`src/rtl/multicycle_control.sv`:
```
`default_nettype none
// ============================================================================
// Module   : multicycle_control
// Brief    : Multi-cycle RV32I control FSM (FETCH/DECODE/EXEC/MEM/WB/TRAP)
//            driving a shared-ALU, single-memory datapath.
// Revision : 1.0 - initial release
// ============================================================================
module multicycle_control #(
    parameter int MEM_TIMEOUT   = 16,
    parameter int ENABLE_SYSTEM = 1
) (
    input  logic       iClk,
    input  logic       iRst,
    input  logic [6:0] iOpcode,
    input  logic       iMemAck,
    input  logic       iTrapClr,
    output logic       oMemReq,
    output logic       oMemRd,
    output logic       oMemWr,
    output logic       oIrWrite,
    output logic       oPcWrite,
    output logic       oPcSrc,
    output logic [2:0] oAluOp,
    output logic       oAluSrc1,
    output logic       oAluSrc2,
    output logic       oLui,
    output logic       oMemtoReg,
    output logic       oRegWrite,
    output logic       oBranch,
    output logic       oJump,
    output logic       oIllegal,
    output logic       oBusErr,
    output logic       oEcall,
    output logic [2:0] oState
);

    localparam logic [6:0] c_opRType  = 7'b0110011;
    localparam logic [6:0] c_opIType  = 7'b0010011;
    localparam logic [6:0] c_opLoad   = 7'b0000011;
    localparam logic [6:0] c_opStore  = 7'b0100011;
    localparam logic [6:0] c_opBranch = 7'b1100011;
    localparam logic [6:0] c_opLui    = 7'b0110111;
    localparam logic [6:0] c_opAuipc  = 7'b0010111;
    localparam logic [6:0] c_opJal    = 7'b1101111;
    localparam logic [6:0] c_opJalr   = 7'b1100111;
    localparam logic [6:0] c_opSystem = 7'b1110011;

    localparam logic [2:0] c_aluAdd    = 3'b000;
    localparam logic [2:0] c_aluBranch = 3'b001;
    localparam logic [2:0] c_aluRType  = 3'b010;
    localparam logic [2:0] c_aluIType  = 3'b011;

    localparam int c_cntWidth = (MEM_TIMEOUT > 1) ? $clog2(MEM_TIMEOUT) : 1;
    localparam logic [c_cntWidth-1:0] c_waitLast =
        c_cntWidth'((MEM_TIMEOUT > 0) ? (MEM_TIMEOUT - 1) : 0);

    typedef enum logic [2:0] {
        stFetch  = 3'd0,
        stDecode = 3'd1,
        stExec   = 3'd2,
        stMem    = 3'd3,
        stWb     = 3'd4,
        stTrap   = 3'd5
    } state_t;

    state_t                r_state;
    state_t                w_nextState;
    logic [6:0]            r_opcode;
    logic [c_cntWidth-1:0] r_waitCnt;
    logic [c_cntWidth-1:0] w_waitNext;
    logic                  r_illegal;
    logic                  r_busErr;
    logic                  r_ecall;
    logic                  w_setIllegal;
    logic                  w_setBusErr;
    logic                  w_setEcall;
    logic                  w_waitExpired;
    logic                  w_inKnown;
    logic                  w_inSystem;
    logic                  w_isLoad;
    logic                  w_isStore;
    logic                  w_isBranch;
    logic                  w_isJump;

    // Opcode classes: incoming opcode for the DECODE decision, latched one afterwards
    assign w_inKnown = (iOpcode == c_opRType)  || (iOpcode == c_opIType) ||
                       (iOpcode == c_opLoad)   || (iOpcode == c_opStore) ||
                       (iOpcode == c_opBranch) || (iOpcode == c_opLui)   ||
                       (iOpcode == c_opAuipc)  || (iOpcode == c_opJal)   ||
                       (iOpcode == c_opJalr);
    assign w_inSystem = (ENABLE_SYSTEM != 0) && (iOpcode == c_opSystem);

    assign w_isLoad   = (r_opcode == c_opLoad);
    assign w_isStore  = (r_opcode == c_opStore);
    assign w_isBranch = (r_opcode == c_opBranch);
    assign w_isJump   = (r_opcode == c_opJal) || (r_opcode == c_opJalr);

    generate
        if (MEM_TIMEOUT != 0) begin : g_timeout
            assign w_waitExpired = (r_waitCnt == c_waitLast);
        end else begin : g_noTimeout
            assign w_waitExpired = 1'b0;
        end
    endgenerate

    always_comb begin
        w_nextState  = r_state;
        w_setIllegal = 1'b0;
        w_setBusErr  = 1'b0;
        w_setEcall   = 1'b0;
        unique case (r_state)
            stFetch: begin
                // An ack on the final allowed cycle beats the timeout
                if (iMemAck) begin
                    w_nextState = stDecode;
                end else if (w_waitExpired) begin
                    w_nextState = stTrap;
                    w_setBusErr = 1'b1;
                end
            end
            stDecode: begin
                if (w_inKnown) begin
                    w_nextState = stExec;
                end else if (w_inSystem) begin
                    w_nextState = stTrap;
                    w_setEcall  = 1'b1;
                end else begin
                    w_nextState  = stTrap;
                    w_setIllegal = 1'b1;
                end
            end
            stExec: begin
                if (w_isLoad || w_isStore) begin
                    w_nextState = stMem;
                end else if (w_isBranch) begin
                    w_nextState = stFetch;
                end else begin
                    w_nextState = stWb;
                end
            end
            stMem: begin
                if (iMemAck) begin
                    w_nextState = w_isLoad ? stWb : stFetch;
                end else if (w_waitExpired) begin
                    w_nextState = stTrap;
                    w_setBusErr = 1'b1;
                end
            end
            stWb: begin
                w_nextState = stFetch;
            end
            stTrap: begin
                if (iTrapClr) begin
                    w_nextState = stFetch;
                end
            end
            default: begin
                w_nextState = stFetch;
            end
        endcase
    end

    // Wait counter runs only while parked in a memory phase
    assign w_waitNext = ((w_nextState == r_state) &&
                         ((r_state == stFetch) || (r_state == stMem)))
                        ? (r_waitCnt + 1'b1) : '0;

    always_ff @(posedge iClk) begin
        if (iRst) begin
            r_state   <= stFetch;
            r_opcode  <= '0;
            r_waitCnt <= '0;
            r_illegal <= 1'b0;
            r_busErr  <= 1'b0;
            r_ecall   <= 1'b0;
        end else begin
            r_state   <= w_nextState;
            r_waitCnt <= w_waitNext;
            if (r_state == stDecode) begin
                r_opcode <= iOpcode;
            end
            if ((r_state == stTrap) && iTrapClr) begin
                r_illegal <= 1'b0;
                r_busErr  <= 1'b0;
                r_ecall   <= 1'b0;
            end else begin
                r_illegal <= r_illegal | w_setIllegal;
                r_busErr  <= r_busErr  | w_setBusErr;
                r_ecall   <= r_ecall   | w_setEcall;
            end
        end
    end

    always_comb begin
        oMemReq   = 1'b0;
        oMemRd    = 1'b0;
        oMemWr    = 1'b0;
        oIrWrite  = 1'b0;
        oPcWrite  = 1'b0;
        oPcSrc    = 1'b0;
        oAluOp    = c_aluAdd;
        oAluSrc1  = 1'b0;
        oAluSrc2  = 1'b0;
        oLui      = 1'b0;
        oMemtoReg = 1'b0;
        oRegWrite = 1'b0;
        oBranch   = 1'b0;
        oJump     = 1'b0;
        unique case (r_state)
            stFetch: begin
                oMemReq  = 1'b1;
                oMemRd   = 1'b1;
                oIrWrite = iMemAck;
                oPcWrite = iMemAck;
            end
            stExec: begin
                unique case (r_opcode)
                    c_opRType: oAluOp = c_aluRType;
                    c_opIType: begin
                        oAluOp   = c_aluIType;
                        oAluSrc2 = 1'b1;
                    end
                    c_opLoad, c_opStore: oAluSrc2 = 1'b1;
                    c_opBranch: begin
                        oAluOp   = c_aluBranch;
                        oBranch  = 1'b1;
                        oPcSrc   = 1'b1;
                        oPcWrite = 1'b1;
                    end
                    c_opLui: begin
                        oLui     = 1'b1;
                        oAluSrc2 = 1'b1;
                    end
                    c_opAuipc: begin
                        oAluSrc1 = 1'b1;
                        oAluSrc2 = 1'b1;
                    end
                    c_opJal: begin
                        oAluSrc1 = 1'b1;
                        oAluSrc2 = 1'b1;
                        oJump    = 1'b1;
                    end
                    c_opJalr: begin
                        oAluSrc2 = 1'b1;
                        oJump    = 1'b1;
                    end
                    default: begin
                        oAluOp = c_aluAdd;
                    end
                endcase
            end
            stMem: begin
                oMemReq  = 1'b1;
                oMemRd   = w_isLoad;
                oMemWr   = w_isStore;
                oAluSrc2 = 1'b1;
            end
            stWb: begin
                // Jumps write the link and redirect the PC in this same cycle
                oRegWrite = 1'b1;
                oMemtoReg = w_isLoad;
                oJump     = w_isJump;
                oPcSrc    = w_isJump;
                oPcWrite  = w_isJump;
            end
            default: begin
                oMemReq = 1'b0;
            end
        endcase
    end

    assign oIllegal = r_illegal;
    assign oBusErr  = r_busErr;
    assign oEcall   = r_ecall;
    assign oState   = r_state;

endmodule
`default_nettype wire

```
`config.mk`:
```
export PLATFORM = sky130hd
export DESIGN_NAME = multicycle_control
export DESIGN_NICKNAME = d
export VERILOG_FILES = /design/src/rtl/multicycle_control.sv
export SDC_FILE = /design/constraint.sdc
export NUM_CORES = 1
export LEC_CHECK = 0
export CORE_MARGIN = 5
export CORE_UTILIZATION = 45
export DETAILED_ROUTE_END_ITERATION = 8
export PLACE_DENSITY_LB_ADDON = 0.2
export SLEW_MARGIN = 40
export SYNTH_ARGS = -nofsm -noshare
export SYNTH_HDL_FRONTEND = slang
export SYNTH_SLANG_ARGS = --single-unit
```
`constraint.sdc`:
```
create_clock -name iClk -period 2 [get_ports iClk]
set_input_delay 0.4 -clock iClk [delete_from_list [all_inputs] [get_ports iClk]]
set_output_delay 0.4 -clock iClk [all_outputs]
set_load 0.005 [all_outputs]
```
==> results of run 1 <==
## layer usage
layer  vias up  routed length, um  track usage
li1        579                  -            -
met5         -                  0            0
met4         0                 76        0.103
met2        41               1420        0.305
met3         9                192       0.0379
met1       544               1280        0.220
## timing repair
item                                    CTS  global route
cloned                                    0             0
setup buffers                             5             2
gates resized for setup                  32            22
pin swaps                                 6             8
endpoints found under the setup margin   15             9
## Yosys cell counts, types with 2 or more instances
cell type  count  share of area
a211oi_1       2          0.015
a21oi_1        4          0.019
a31oi_1        5          0.030
and2_1         2          0.012
and3_1         3          0.018
buf_2          2         0.0097
buf_4          2          0.015
clkbuf_1       2         0.0073
dfxtp_1       17           0.33
inv_1          6          0.022
mux2i_1        8          0.078
nand2_1       11          0.040
nand2b_1       4          0.024
nand3_1        4          0.019
nor2_1        21          0.077
nor2b_1        4          0.024
nor3_1         2         0.0097
nor4_1         2          0.012
o21a_1         2          0.015
o21ai_0        5          0.024
o21ai_1        2         0.0097
or2_1          2          0.012
or3_1          3          0.018
## layout make-up
type | count | area, sq um
tap | 28 | 35.0
clock buffer | 4 | 26.3
inverter | 6 | 22.5
timing repair buffer | 59 | 489
fill | 160 | 579
multi-input combinational | 105 | 689
sequential | 17 | 349
## registers in the layout (all words and copies together) (netlist names)
name and count:
oState 3, oIllegal 1, r_waitCnt 4, oBusErr 1, oEcall 1, r_opcode 7
## logic make-up after synthesis
| logic type | synth area share |
|---|---|
| buffers and inverters | 0.0536 |
| adder cells (fa/ha/maj) | 0.0122 |
| AO/OA/AOI/OAI | 0.169 |
| flip-flops | 0.331 |
| XOR/XNOR | 0.0171 |
| other | 0.00365 |
| AND/OR/NAND/NOR | 0.335 |
| multiplexers | 0.0780 |
## through the flow
step,TNS [ns],cell area [sq um],std cells,worst slack (ns)
2_1_floorplan,0,1030,134,0.345
3_3_place_gp,-0.0333,1500,208,-0.0333
3_5_place_dp,-0.137,1500,208,-0.0907
4_1_cts,-0.218,1590,217,-0.122
5_1_grt,-0.255,1610,219,-0.0838
6_report,0,1610,219,0.00279
## power groups by stage
| stage | clock network, W | registers [W] | logic, W |
|---|---|---|---|
| finish | 0.000180 | 0.000393 | 0.000348 |
| global route | 0.000205 | 0.000398 | 0.000379 |
| CTS | 0.000185 | 0.000390 | 0.000336 |
| detailed placement | 0 | 0.000396 | 0.000319 |
| global placement | 0 | 0.000394 | 0.000311 |
| floorplan | 0 | 0.000394 | 0.000159 |
## how the worst max path moves through the flow
stage / from / endpoint / slack, ns / cells after the start
floorplan: oState[1]$_SDFF_PP0_ / oPcWrite / 0.34 / 4
global placement: oState[1]$_SDFF_PP0_ / oPcWrite / -0.03 / 5
detailed placement: oState[1]$_SDFF_PP0_ / oPcWrite / -0.09 / 5
CTS: r_opcode[6]$_SDFFE_PP0N_ / oAluSrc2 / -0.12 / 6
global route: oState[0]$_SDFF_PP0_ / oPcWrite / -0.08 / 5
finish: r_opcode[6]$_SDFFE_PP0N_ / oAluSrc2 / 0.003 / 6
==> flow_summary_export.csv, run 1 <==
group,metric,value,unit
timing,rsz0062_at_grt,"yes",
yosys,netlist_instances,134,
power,leakagePower,0.707,nW
finish,final_common_cell,"buf_4",
clock_tree,clockRootBuffer,"clkbuf_4",
floorplan,io_pins,33,
floorplan,core-area,2190,sq um
floorplan,die_x,57.8,um
power,p_int,0.000636,W
timing,max_freq,501,MHz
yosys,ys_warn_count,0,
setup_path,cp_top_family,"compound AO/OA/AOI/OAI gates",
setup_path,cp.arrival,1.60,ns
grt,antenna_found_initial,0,
route,drc,0,
yosys,syn_nets,146,
finish,area.growth.synth_to_final,56.9,%
route,vias_per_cell,5.36,
setup_path,timing.rr.start,"r_opcode[3]$_SDFFE_PP0N_",
power,power.total,0.000921,W
yosys,synth_area,1030,sq um
grt,overflow,0,
grt,grtUsageTotal,0.184,
floorplan,fp.dieArea,3340,sq um
worst_hold_path,worstHoldStart,"r_waitCnt[0]$_SDFF_PP0_",
timing,period_share,0.999,
clock_tree,max-clock-path-buffers,2,
grt,grt_pass1_wl,4.89,mm
clock_tree,cts_tree,"done",
yosys,synth_seq_cells,17,
route,ant_nets,0,
yosys,synth_enable_flop_cells,0,
setup_path,worstPathCellList,"buf_6 -> and3b_2 -> o21ai_2 -> a21oi_2 -> o31a_1 -> clkbuf_2",
timing,min_period,2.00,ns
worst_hold_path,min_to,"r_waitCnt[0]$_SDFF_PP0_",
yosys,ys_seq_area_frac,0.331,
setup_path,path_max_fanout,8,
grt,grt_pass1_vias,1186,
setup_path,max_stage_delay,0.34,ns
power,sw_frac_of_total,0.309,
finish,final_layout_size_suffix_gt1_frac,0.330,
finish,fin_util,0.736,
setup_path,reg2reg_slack,0.47,ns
setup_path,required,1.60,ns
clock_tree,cts_sinks,17,
setup_path,crit_path_start_kind,"register",
clock_tree,cts_htree_levels,1,
timing,setup_viol,0,
setup_path,worstSetupPathType,"register to primary output",
place,port_buffers,31,
finish,final_cell_mix,"26 x buf_4, 20 x nor2_1, 18 x clkdlybuf4s50_1",
place,gp_congestion,0.810,
floorplan,rows,17,
setup_path,cp.buffers_inverters,2,
clock_tree,clock_latency,0.29,ns
route,drt-total-wl,2.97,mm
floorplan,initial_core_util,0.469,
finish,diodes,0,
flow_run,maxCapViolCount,0,
yosys,synth.avg_cell_area,7.67,sq um
place,hpwl,2.23,mm
power,p_comb_frac,0.378,
power,p_clk_frac,0.195,
route,wl_per_cell,13.5,um
setup_path,cp_slowest_cell,"dfxtp_2",
route,dr.pass1.iters,4,
route,drt_iter0_drc,21,
yosys,yosys_most_used_dff,"dfxtp_1",
yosys,synth.distinct_cells,42,
yosys,async_reset_ff_frac,0,
timing,skew,0.00291,ns
power,power_density,571,nW/um^2
worst_hold_path,holdCritPathClass,"register to register",
setup_path,r2r_end,"oState[2]$_SDFF_PP0_",
clock_tree,path_clk_slew,0.09,ns
clock_tree,cts_made_buffers,3,
grt,grt_max_degree,14,
worst_hold_path,min_path_cells,1,
timing,holdWs,0.446,ns
power,switching_power,0.000284,W
finish,layout.nets,204,
setup_path,ff2ff_path_depth,7,
clock_tree,holdBufCountCts,0,
power,peakVddDrop,0.480,mV
power,power_frac_seq,0.427,
outcome,status,"finished, final reports clean",
timing,hold_viol,0,
timing,drv_slew,0,
floorplan,die_h,57.8,um
route,num_vias,1173,
setup_path,cp-end-kind,"primary output",
Power figures use the tool's default switching activity.
==> inputs of run 2 (changes only) <==
Settings changed: CORE_UTILIZATION 45 to 47, CTS_BUF_LIST set to sky130_fd_sc_hd__clkbuf_8.
==> flow_summary_export.csv, run 2 (synthesis gave the netlist of run 1 again) <==
group,metric,value,unit
power,p_int,0.000703,W
place,port_buffers,31,
timing,max_freq,504,MHz
route,drc,0,
route,drt-total-wl,3.05,mm
finish,final_layout_size_suffix_gt1_frac,0.304,
power,p_comb_frac,0.355,
floorplan,io_pins,33,
place,place_ws,-0.0718,ns
finish,diodes,0,
worst_hold_path,holdCritPathClass,"register to register",
route,wl_per_cell,13.9,um
flow_run,maxCapViolCount,0,
finish,top_register,"r_opcode",
timing,hold_viol,0,
clock_tree,cts_sinks,17,
timing,holdWs,0.447,ns
route,num_vias,1179,
clock_tree,cts_made_buffers,3,
setup_path,worstSetupPathType,"register to primary output",
timing,min_period,1.98,ns
timing,setup_viol,0,
place,hpwl,2.10,mm
setup_path,cp-end-kind,"primary output",
route,dr.pass1.iters,4,
floorplan,die_x,56.8,um
finish,finalNonFillerCells,219,
power,p_clk_frac,0.249,
power,switching_power,0.000295,W
setup_path,path_max_fanout,2,
route,drt_iter0_drc,24,
grt,grt_max_degree,14,
outcome,status,"finished, final reports clean",
clock_tree,holdBufCountCts,0,
setup_path,required,1.60,ns
setup_path,cp.arrival,1.58,ns
clock_tree,clockRootBuffer,"clkbuf_8",
grt,grt_pass1_wl,4.61,mm
finish,layout.nets,204,
finish,final_common_cell,"buf_4",
floorplan,rows,17,
setup_path,crit_path_start_kind,"register",
clock_tree,max-clock-path-buffers,2,
timing,rsz0062_at_grt,"yes",
timing,skew,0.00111,ns
place,gp_congestion,0.770,
finish,final_cell_mix,"26 x buf_4, 20 x nor2_1, 18 x clkdlybuf4s50_1",
timing,drv_slew,0,
clock_tree,clock_latency,0.25,ns
timing,worst_slack,0.0168,ns
floorplan,fp.dieArea,3220,sq um
floorplan,die_h,56.8,um
route,vias_per_cell,5.38,
power,sw_frac_of_total,0.296,
grt,grtUsageTotal,0.175,
grt,grt_pass1_vias,1070,
timing,tns,0,ns
route,ant_nets,0,
timing,period_share,0.992,
floorplan,initial_core_util,0.478,
power,leakagePower,0.711,nW
place,dp_cells,207,
power,peakVddDrop,0.639,mV
grt,overflow,0,
power,power_density,608,nW/um^2
clock_tree,path_clk_slew,0.06,ns
finish,area.growth.synth_to_final,60.0,%
power,power_frac_seq,0.395,
clock_tree,cts_tree,"done",
clock_tree,cts_htree_levels,1,
grt,antenna_found_initial,0,
finish,largest_reg_flops,7,
floorplan,core-area,2150,sq um
## run 2: cell count changes in the layout (fill, tap and decap cells not counted), moves of 2 or more
cell,change
clkbuf_4,-3
buf_2,-3
dfxtp_1,+2
clkdlybuf4s15_1,+2
clkbuf_8,+3
dfxtp_2,-2
## run 2: path summary, 6_finish.rpt
path / endpoint / slack [ns] / start / depth (start not counted)
setup reg to reg: r_opcode[6]$_SDFFE_PP0N_ / 0.40 / oState[0]$_SDFF_PP0_ / 6
setup / recovery: oPcWrite / 0.02 / oState[0]$_SDFF_PP0_ / 5
hold / removal: r_waitCnt[0]$_SDFF_PP0_ / 0.45 / r_waitCnt[0]$_SDFF_PP0_ / 1
hold reg to reg: r_waitCnt[0]$_SDFF_PP0_ / 0.45 / r_waitCnt[0]$_SDFF_PP0_ / 1
## run 2: layout make-up
cell class / instances / area (sq um)
multi-input combinational: 105 / 689
timing repair buffer: 59 / 505
sequential: 17 / 347
clock buffer: 3 / 41.3
clock inverter: 1 / 3.75
fill: 155 / 504
inverter: 6 / 22.5
tap: 28 / 35.0
## run 2: routing by layer
metal	track usage	part of all wire	routed length (um)	vias to the layer above
li1	-	-	-	583
met4	0.0563	0.013	40	0
met2	0.312	0.50	1530	34
met3	0.0414	0.048	145	4
met5	0	0	0	-
met1	0.203	0.44	1340	558
## run 2: timing repair
item,CTS,global route
pin swaps,5,7
setup buffers,4,4
endpoints found under the setup margin,12,10
gates resized for setup,25,20
cloned,0,0
endpoints found under the hold margin,0,0
## run 2: per-stage QoR
| step | total power (W) | instance area, sq um | utilization |
|---|---|---|---|
| floorplan | 0.000553 | 1030 | - |
| global placement | 0.000702 | 1490 | 0.694 |
| detailed placement | 0.000708 | 1490 | 0.694 |
| CTS | 0.000964 | 1580 | 0.737 |
| global route | 0.00105 | 1640 | 0.765 |
| finish | 0.000999 | 1640 | 0.765 |
## run 2: power groups by stage
stage	combinational, W	sequential [W]	clock [W]
final	0.000355	0.000395	0.000249
after floorplan	0.000159	0.000394	0
after CTS	0.000321	0.000390	0.000254
after global routing	0.000386	0.000398	0.000269
after global placement	0.000308	0.000394	0
after detailed placement	0.000313	0.000395	0
## run 2: worst max-delay path, stage by stage, from the launching register on
cell      delay (ns)
dfxtp_1         0.32
or2_1           0.25
or3_1           0.39
a21oi_2         0.15
or2_1           0.11
clkbuf_2        0.10
==> inputs of run 3 (changes only) <==
Settings changed: CAP_MARGIN set to 20.
==> results of run 3 <==
Final layout, timing and power as in run 2 (identical DEF).
